<file path="src/rtl/hazard_ctrl_pkg.sv">
// hazard_ctrl_pkg: shared FSM state type and encodings for the hazard controller
package hazard_ctrl_pkg;
  typedef enum logic [1:0] {
    ST_RUN   = 2'd0,
    ST_WAIT  = 2'd1,
    ST_FAULT = 2'd2
  } state_t;
  localparam logic [1:0] FWD_RF      = 2'b00;
  localparam logic [1:0] FWD_WB      = 2'b01;
  localparam logic [1:0] FWD_MEM     = 2'b10;
  localparam logic [1:0] RESULT_LOAD = 2'b01;
endpackage

</file>
<file path="src/rtl/hazard_fwd_unit.sv">
// hazard_fwd_unit: execute-operand forward select; the memory stage wins over writeback, x0 never forwards
// ports: rs (execute source), rd_m/reg_write_m (memory dest), rd_w/reg_write_w (writeback dest), fwd (select)
module hazard_fwd_unit
  import hazard_ctrl_pkg::*;
(
  input  logic [4:0] rs,
  input  logic [4:0] rd_m,
  input  logic [4:0] rd_w,
  input  logic       reg_write_m,
  input  logic       reg_write_w,
  output logic [1:0] fwd
);
  always_comb
    fwd = (reg_write_m && rd_m != '0 && rd_m == rs) ? FWD_MEM :
          (reg_write_w && rd_w != '0 && rd_w == rs) ? FWD_WB  : FWD_RF;
endmodule

</file>
<file path="src/rtl/hazard_ctrl.sv">
// hazard_ctrl: stall/flush/forward control with a data-memory wait timeout FSM
// ports: clk, reset (async, active-low); decode/execute/memory/writeback register ids and
// controls in; Stall*/Flush* stage-register enables, ForwardAE/BE selects and mem_fault pulse out.
// HAZARD_PERF_EN adds stall_cycles and flush_events counters.
module hazard_ctrl
  import hazard_ctrl_pkg::*;
#(
  parameter int MEM_TIMEOUT = 16
) (
  input  logic       clk,
  input  logic       reset,
  input  logic [4:0] Rs1D,
  input  logic [4:0] Rs2D,
  input  logic [4:0] Rs1E,
  input  logic [4:0] Rs2E,
  input  logic [4:0] RdE,
  input  logic [1:0] ResultSrcE,
  input  logic       PCSrcE,
  input  logic [4:0] RdM,
  input  logic [4:0] RdW,
  input  logic       RegWriteM,
  input  logic       RegWriteW,
  input  logic       MemReqM,
  input  logic       dmem_ready,
  output logic       StallF,
  output logic       StallD,
  output logic       StallE,
  output logic       StallM,
  output logic       FlushD,
  output logic       FlushE,
  output logic       FlushW,
  output logic [1:0] ForwardAE,
  output logic [1:0] ForwardBE,
  output logic       mem_fault
`ifdef HAZARD_PERF_EN
  ,
  output logic [31:0] stall_cycles,
  output logic [31:0] flush_events
`endif
);
  localparam int CW = $clog2(MEM_TIMEOUT + 1);
  state_t state;
  logic [CW-1:0] cnt;
  logic [1:0] fwd_a, fwd_b;
  logic fault, mem_stall, branch, lw_stall, lw;
  hazard_fwd_unit u_fwd_a (.rs(Rs1E), .rd_m(RdM), .rd_w(RdW), .reg_write_m(RegWriteM), .reg_write_w(RegWriteW), .fwd(fwd_a));
  hazard_fwd_unit u_fwd_b (.rs(Rs2E), .rd_m(RdM), .rd_w(RdW), .reg_write_m(RegWriteM), .reg_write_w(RegWriteW), .fwd(fwd_b));
  assign fault     = state == ST_FAULT;
  assign lw_stall  = ResultSrcE == RESULT_LOAD && RdE != '0 && (RdE == Rs1D || RdE == Rs2D);
  assign mem_stall = !fault && MemReqM && !dmem_ready;
  // a taken branch squashes the load's dependent, so it overrides the load-use stall
  assign branch    = !fault && !mem_stall && PCSrcE;
  assign lw        = !fault && !mem_stall && !PCSrcE && lw_stall;
  // reset forces the bubble-loading flushes on without waiting for a clock
  always_comb begin
    StallF    = reset && (mem_stall || lw);
    StallD    = reset && (mem_stall || lw);
    StallE    = reset && mem_stall;
    StallM    = reset && mem_stall;
    FlushD    = !reset || fault || branch;
    FlushE    = !reset || fault || branch || lw;
    FlushW    = !reset || fault || mem_stall;
    ForwardAE = reset ? fwd_a : FWD_RF;
    ForwardBE = reset ? fwd_b : FWD_RF;
    mem_fault = reset && fault;
  end
  always_ff @(posedge clk or negedge reset)
    if (!reset) begin
      state <= ST_RUN;
      cnt   <= '0;
    end else begin
      unique case (state)
        ST_RUN:
          if (mem_stall) begin
            state <= ST_WAIT;
            cnt   <= CW'(1);
          end
        ST_WAIT:
          if (dmem_ready) state <= ST_RUN;
          else if (cnt == CW'(MEM_TIMEOUT)) state <= ST_FAULT;
          else cnt <= cnt + CW'(1);
        default: begin
          state <= ST_RUN;
          cnt   <= '0;
        end
      endcase
    end
`ifdef HAZARD_PERF_EN
  always_ff @(posedge clk or negedge reset)
    if (!reset) begin
      stall_cycles <= '0;
      flush_events <= '0;
    end else begin
      if (StallF || StallD || StallE || StallM) stall_cycles <= stall_cycles + 32'd1;
      if (branch || fault) flush_events <= flush_events + 32'd1;
    end
`endif
endmodule
</file>
<file path="config.mk">
export PLATFORM = sky130hd
export DESIGN_NAME = hazard_ctrl
export DESIGN_NICKNAME = d
export VERILOG_FILES = /design/src/rtl/hazard_ctrl_pkg.sv /design/src/rtl/hazard_fwd_unit.sv /design/src/rtl/hazard_ctrl.sv
export SDC_FILE = /design/constraint.sdc
export NUM_CORES = 1
export LEC_CHECK = 0
export CAP_MARGIN = 20
export CORE_UTILIZATION = 35
export DETAILED_ROUTE_END_ITERATION = 8
export DONT_BUFFER_PORTS = 1
export HOLD_SLACK_MARGIN = 0.05
export PLACE_DENSITY = 0.58
export SYNTH_ARGS = -nofsm -noshare
export SYNTH_HDL_FRONTEND = slang
export SYNTH_SLANG_ARGS = --single-unit
</file>
<file path="constraint.sdc">
create_clock -name clk -period 3.9 [get_ports clk]
set_input_delay 0.975 -clock clk [delete_from_list [all_inputs] [get_ports clk]]
set_output_delay 0.975 -clock clk [all_outputs]
set_load 0.005 [all_outputs]
</file>
After elaboration in Yosys (flattened, before gate mapping):

Cells that the tools add are included.

* muxes and demuxes: 14
* divide/modulo/power cells: 0
* shift operators: 0
* bitwise gates (word level): 0
* order comparisons: 0
* reduce and logical (&&, ||, !) cells: 34
* eq/ne operators: 14
* add/sub/neg operators: 1
* $mul: 0

Operators by type and width (count)
* $eq A5 B5 Y1: 6
* $logic_and A1 B1 Y1: 17
* $mux W5: 3
* $reduce_bool A5 Y1: 3
* $mux W2: 7
* $pmux W5 S2: 1
* $logic_or A1 B1 Y1: 6
* $ne A2 B2 Y1 const B: 3
* $add A5 B1 Y5 const B: 1
* $eq A5 B5 Y1 const B: 1
* $logic_not A1 Y1: 5
* $eq A2 B1 Y1 const B: 2
* $pmux W2 S2: 1
* $ne A3 B3 Y1 const B: 1
* $reduce_and A3 Y1: 1
* $eq A2 B2 Y1 const B: 1
* $logic_not A2 Y1: 1
* $mux W1: 2
* $reduce_and A2 Y1: 1

* memories: 0
* memory bits (read-only): 0
* bits in registers: 7
* input port bits: 44
* bits in writable memories: 0
* logic and storage cells: 65
* bits in latches: 0
* output and inout port bits: 12

Logic depth before layout (Yosys ltp):

* word-level depth: 10
* gate-level depth with buffers: 6
* gate-level depth less buffers: 6

Modules after synthesis:

Synthesis repeated with hierarchy kept, for this count alone.

* cell total of the unflattened synthesis: 119
* area, all modules: 958.4 um^2

Modules (own cells, without submodules)
* hazard_ctrl: instances 1, sequential area each 175.2 um^2, area each 655.6 um^2, cells an instance 79
* hazard_fwd_unit: instances 2, sequential area each 0.0 um^2, area each 151.4 um^2, cells an instance 20

Worst setup path after synthesis:

OpenSTA, ideal clock, no wires.

* kind: input to output
* from: in RdM[1]
* to: out ForwardAE[0]
* stages on the path: 4
* required time: 2.925 ns
* buffers on the path: 0
* arrival time: 1.980 ns
* path slack: 0.945 ns
* cells stage by stage: or4_4 > o21ai_2 > nor4_1 > nor4_2

* word-level cells in the longest chain between the ends: 5
* elaborated cells between the ends (all ways): 6
* those cells by class: eq/ne: 1; mux: 2; reduce/logical: 3

Ends and longest elaborated chain
* start: declaration: RTL line hazard_ctrl.sv:19 `input logic [4:0] RdM,`
* $reduce_bool A5 Y1: RTL line hazard_fwd_unit.sv:14 `fwd = (reg_write_m && rd_m != '0 && rd_m == rs) ? FWD_MEM :`
* $logic_and A1 B1 Y1: RTL line hazard_fwd_unit.sv:14
* $logic_and A1 B1 Y1 (*): RTL line hazard_fwd_unit.sv:14
* $mux W2 (*): RTL line hazard_fwd_unit.sv:14
* $mux W2 (*): RTL line hazard_ctrl.sv:63 `ForwardAE = reset ? fwd_a : FWD_RF;`
* end: declaration: RTL line hazard_ctrl.sv:32 `output logic [1:0] ForwardAE,`

Every way passes the cells marked *; elsewhere a longest branch is shown, timed or not.

Final worst setup path:

Ends and elaborated chain as after synthesis.

==> summary.txt <==
Cells and area
  • P&R area growth vs syn: 5.46%
  • Area occupied by multi-input gates: 647 µm²
  • # nets final: 150
  • Register area: 175 µm²
  • Diode count: 0
  • Most common cell after layout, fill and taps aside: xor2_1
  • Fraction of layout cells with a size suffix above 1: 8.74%
  • Commonest cells after routing, fill and taps aside: 24 x xor2_1, 11 x nor2_1, 8 x xnor2_1, 7 x dfrtp_1
  • Finished Cell Area: 895 µm²
  • Fill cells: ~250

Routing
  • Starting DRT DRC Count: 4
  • Router iterations before antenna repair: 4
  • Post-Route WL: 1.88 mm
  • Remaining DRCs: 0
  • Post-DRT Antenna Nets: 0
  • Average wire per standard cell: 14.3 µm
  • Vias: 717
  • Routed vias/inst: 5.47

Power and ir drop
  • Final Power: 0.000229 W
  • Pleak: 0.367 nW
  • Pwr dens: 256 nW/µm²
  • Worst vdd ir: between 200 and 250 µV

Yosys
  • EDFF count, synth: 0
  • Yosys warning count: 0
  • Area share of the largest cell type after synthesis: 24.8%
  • Post-Syn Nets: 147
  • #FFs+latches synth: 7
  • Post-synth cell types: 32
  • Post-synth design cell area: 848 µm²
  • Post-synthesis sequential area ratio: 20.6%
  • Synth async-reset ratio: between 90% and 100%
  • Synth area leader: xor2_1
  • Synth Flop Type: dfrtp_1
  • Main area contributors after synthesis: xor2_1 25%, dfrtp_1 21%, xnor2_1 8.3%, nor2_1 4.9%, ha_1 2.9%
  • Synthesized area per cell: 8.40 µm²
  • Instance count of the mapped netlist: 101

Global route
  • First-pass GRT wire length: 2.97 mm
  • Maximum number of pins on one net before global-route repair: 14
  • Vias in the first global route: 692
  • Global route total overflow: 0
  • Total track usage: 15.0%
  • Initial antenna violation count: 0

Worst hold path
  • HP Class: input pin to async pin

CTS
  • Hold Buf Count CTS: 0
  • Post-CTS Setup Inserts: 0
  • CTS Buffer Depth: 2
  • CTS tree: built
  • Reg clk slew, reported paths: 0.05 ns
  • Later-pin clock latency in the skew report: 0.25 ns
  • TritonCTS Buffers: 3
  • Sinks on Clock Net: 7
  • Post-CTS resize count: 0
  • Root Buffer Master: clkbuf_4
  • Number of H-tree levels: 1

Floorplanning
  • Die W: between 50 and 60 µm
  • Top Ports: 56
  • Core box area: 2250 µm²
  • Die footprint: 2620 µm²
  • Initial Util: 37.6%
  • Rows: 17
  • Die H: 51.2 µm

Timing
  • Fmax: around 330 MHz
  • RSZ-0062 raised after global routing: false
  • Max Slew Vio Count: 0
  • Period utilization: around 77%
  • Worst hold slack: 0.415 ns
  • Rel. slew slack: 68.7%
  • Setup TNS: 0 ns
  • Slew @ Worst Pin: roughly 0.47 ns
  • Clk_skew: 0.00123 ns
  • Min Tclk post-route: 2.99 ns
  • Fin. Hold Viols: 0
  • Setup violators final: 0

Critical path
  • Crit. End Element: output pin
  • Setup Crit Path Kind: input pin to output pin
  • Crit path launch type: input pin
  • CP Max Fanout: 3
  • Critical path data required time: between 2 and 3 ns
  • Arrival time at the worst endpoint: 2.02 ns

Placed design
  • IO Port Bufs: 0
  • GP Congestion: 0.819
  • Dpl hpwl: around 1.6 mm
  • Placed cell area: 868 µm²

Run
  • Max-cap viol count: 0

Status
  • Run status: completed
==> cell usage after synthesis (2+ instances only) <==
master and n:
xor2_1 24, nand2b_1 2, xnor2_1 8, buf_4 2, o21bai_1 2, nor2_1 11, or4_1 3, inv_1 3
mux2i_1 2, dfrtp_1 7, nor2b_1 2, ha_1 2, nand4_1 2, nand3_1 4, nand2_1 5, nor4_1 2
nor3_1 5
==> report_power, final <==
| part | total (W) | internal, W | switching, W |
|---|---|---|---|
| Sequential | 0.0000954 | 0.0000833 | 0.0000121 |
| Combinational | 0.0000666 | 0.0000366 | 0.0000299 |
| Clock | 0.0000667 | 0.0000391 | 0.0000276 |
| Total | 0.000229 | 0.000159 | 0.0000696 |
==> per-stage QoR <==
| stage | utilization, % | worst slack [ns] | cells |
|---|---|---|---|
| after floorplan | - | 0.945 | 101 |
| after global placement | 38.5 | 0.912 | 127 |
| after detailed placement | 38.5 | 0.893 | 127 |
| after CTS | 39.7 | 0.896 | 131 |
| after global routing | 39.7 | 0.827 | 131 |
| final | 39.7 | 0.908 | 131 |
==> worst max-delay path, cell delays in order <==
cell and delay (ns):
or4_4 0.51, o21ai_2 0.14, nor4_1 0.09, nor4_2 0.30
==> metal layers <==
metal	track usage (%)	part of all wire, %	vias up
li1	-	-	353
met1	17.9	43	329
met2	23.2	45	31
met3	7.14	9.7	4
met4	5.41	1.9	0
met5	0	0	-
==> cells by family after synthesis <==
logic type,Yosys count,synth area share [%]
xor+xnor,32,33.0
compound gates,10,9.15
simple gates,42,27.4
flops,7,20.6
fa+ha+maj,2,2.95
mux,3,3.69
buf+inv,5,3.10
==> area by class of cell <==
cell class | instances | share of cell area (%)
clock buffers | 4 | 2.94
inverters | 3 | 1.26
multi-input cells | 89 | 72.3
flip-flops and latches | 7 | 19.6
well taps | 28 | 3.92
==> registers in the layout (all words and copies together) (netlist names) <==
register  count
state         2
cnt           5
==> worst paths after layout <==
path | startpoint | end | slack [ns] | depth (start not counted)
worst max-delay path | RdM[1] | ForwardAE[0] | 0.91 | 4
worst min-delay path | reset | cnt[3] | 0.41 | 0
worst max register to register | cnt[0] | cnt[1] | 2.14 | 6
worst min register to register | state[1] | state[0] | 0.54 | 1
max in group asynchronous | reset | state[0] | 3.42 | 0
min in group clk | state[1] | state[0] | 0.54 | 1
No activity file was read; power rests on OpenSTA's default activity.
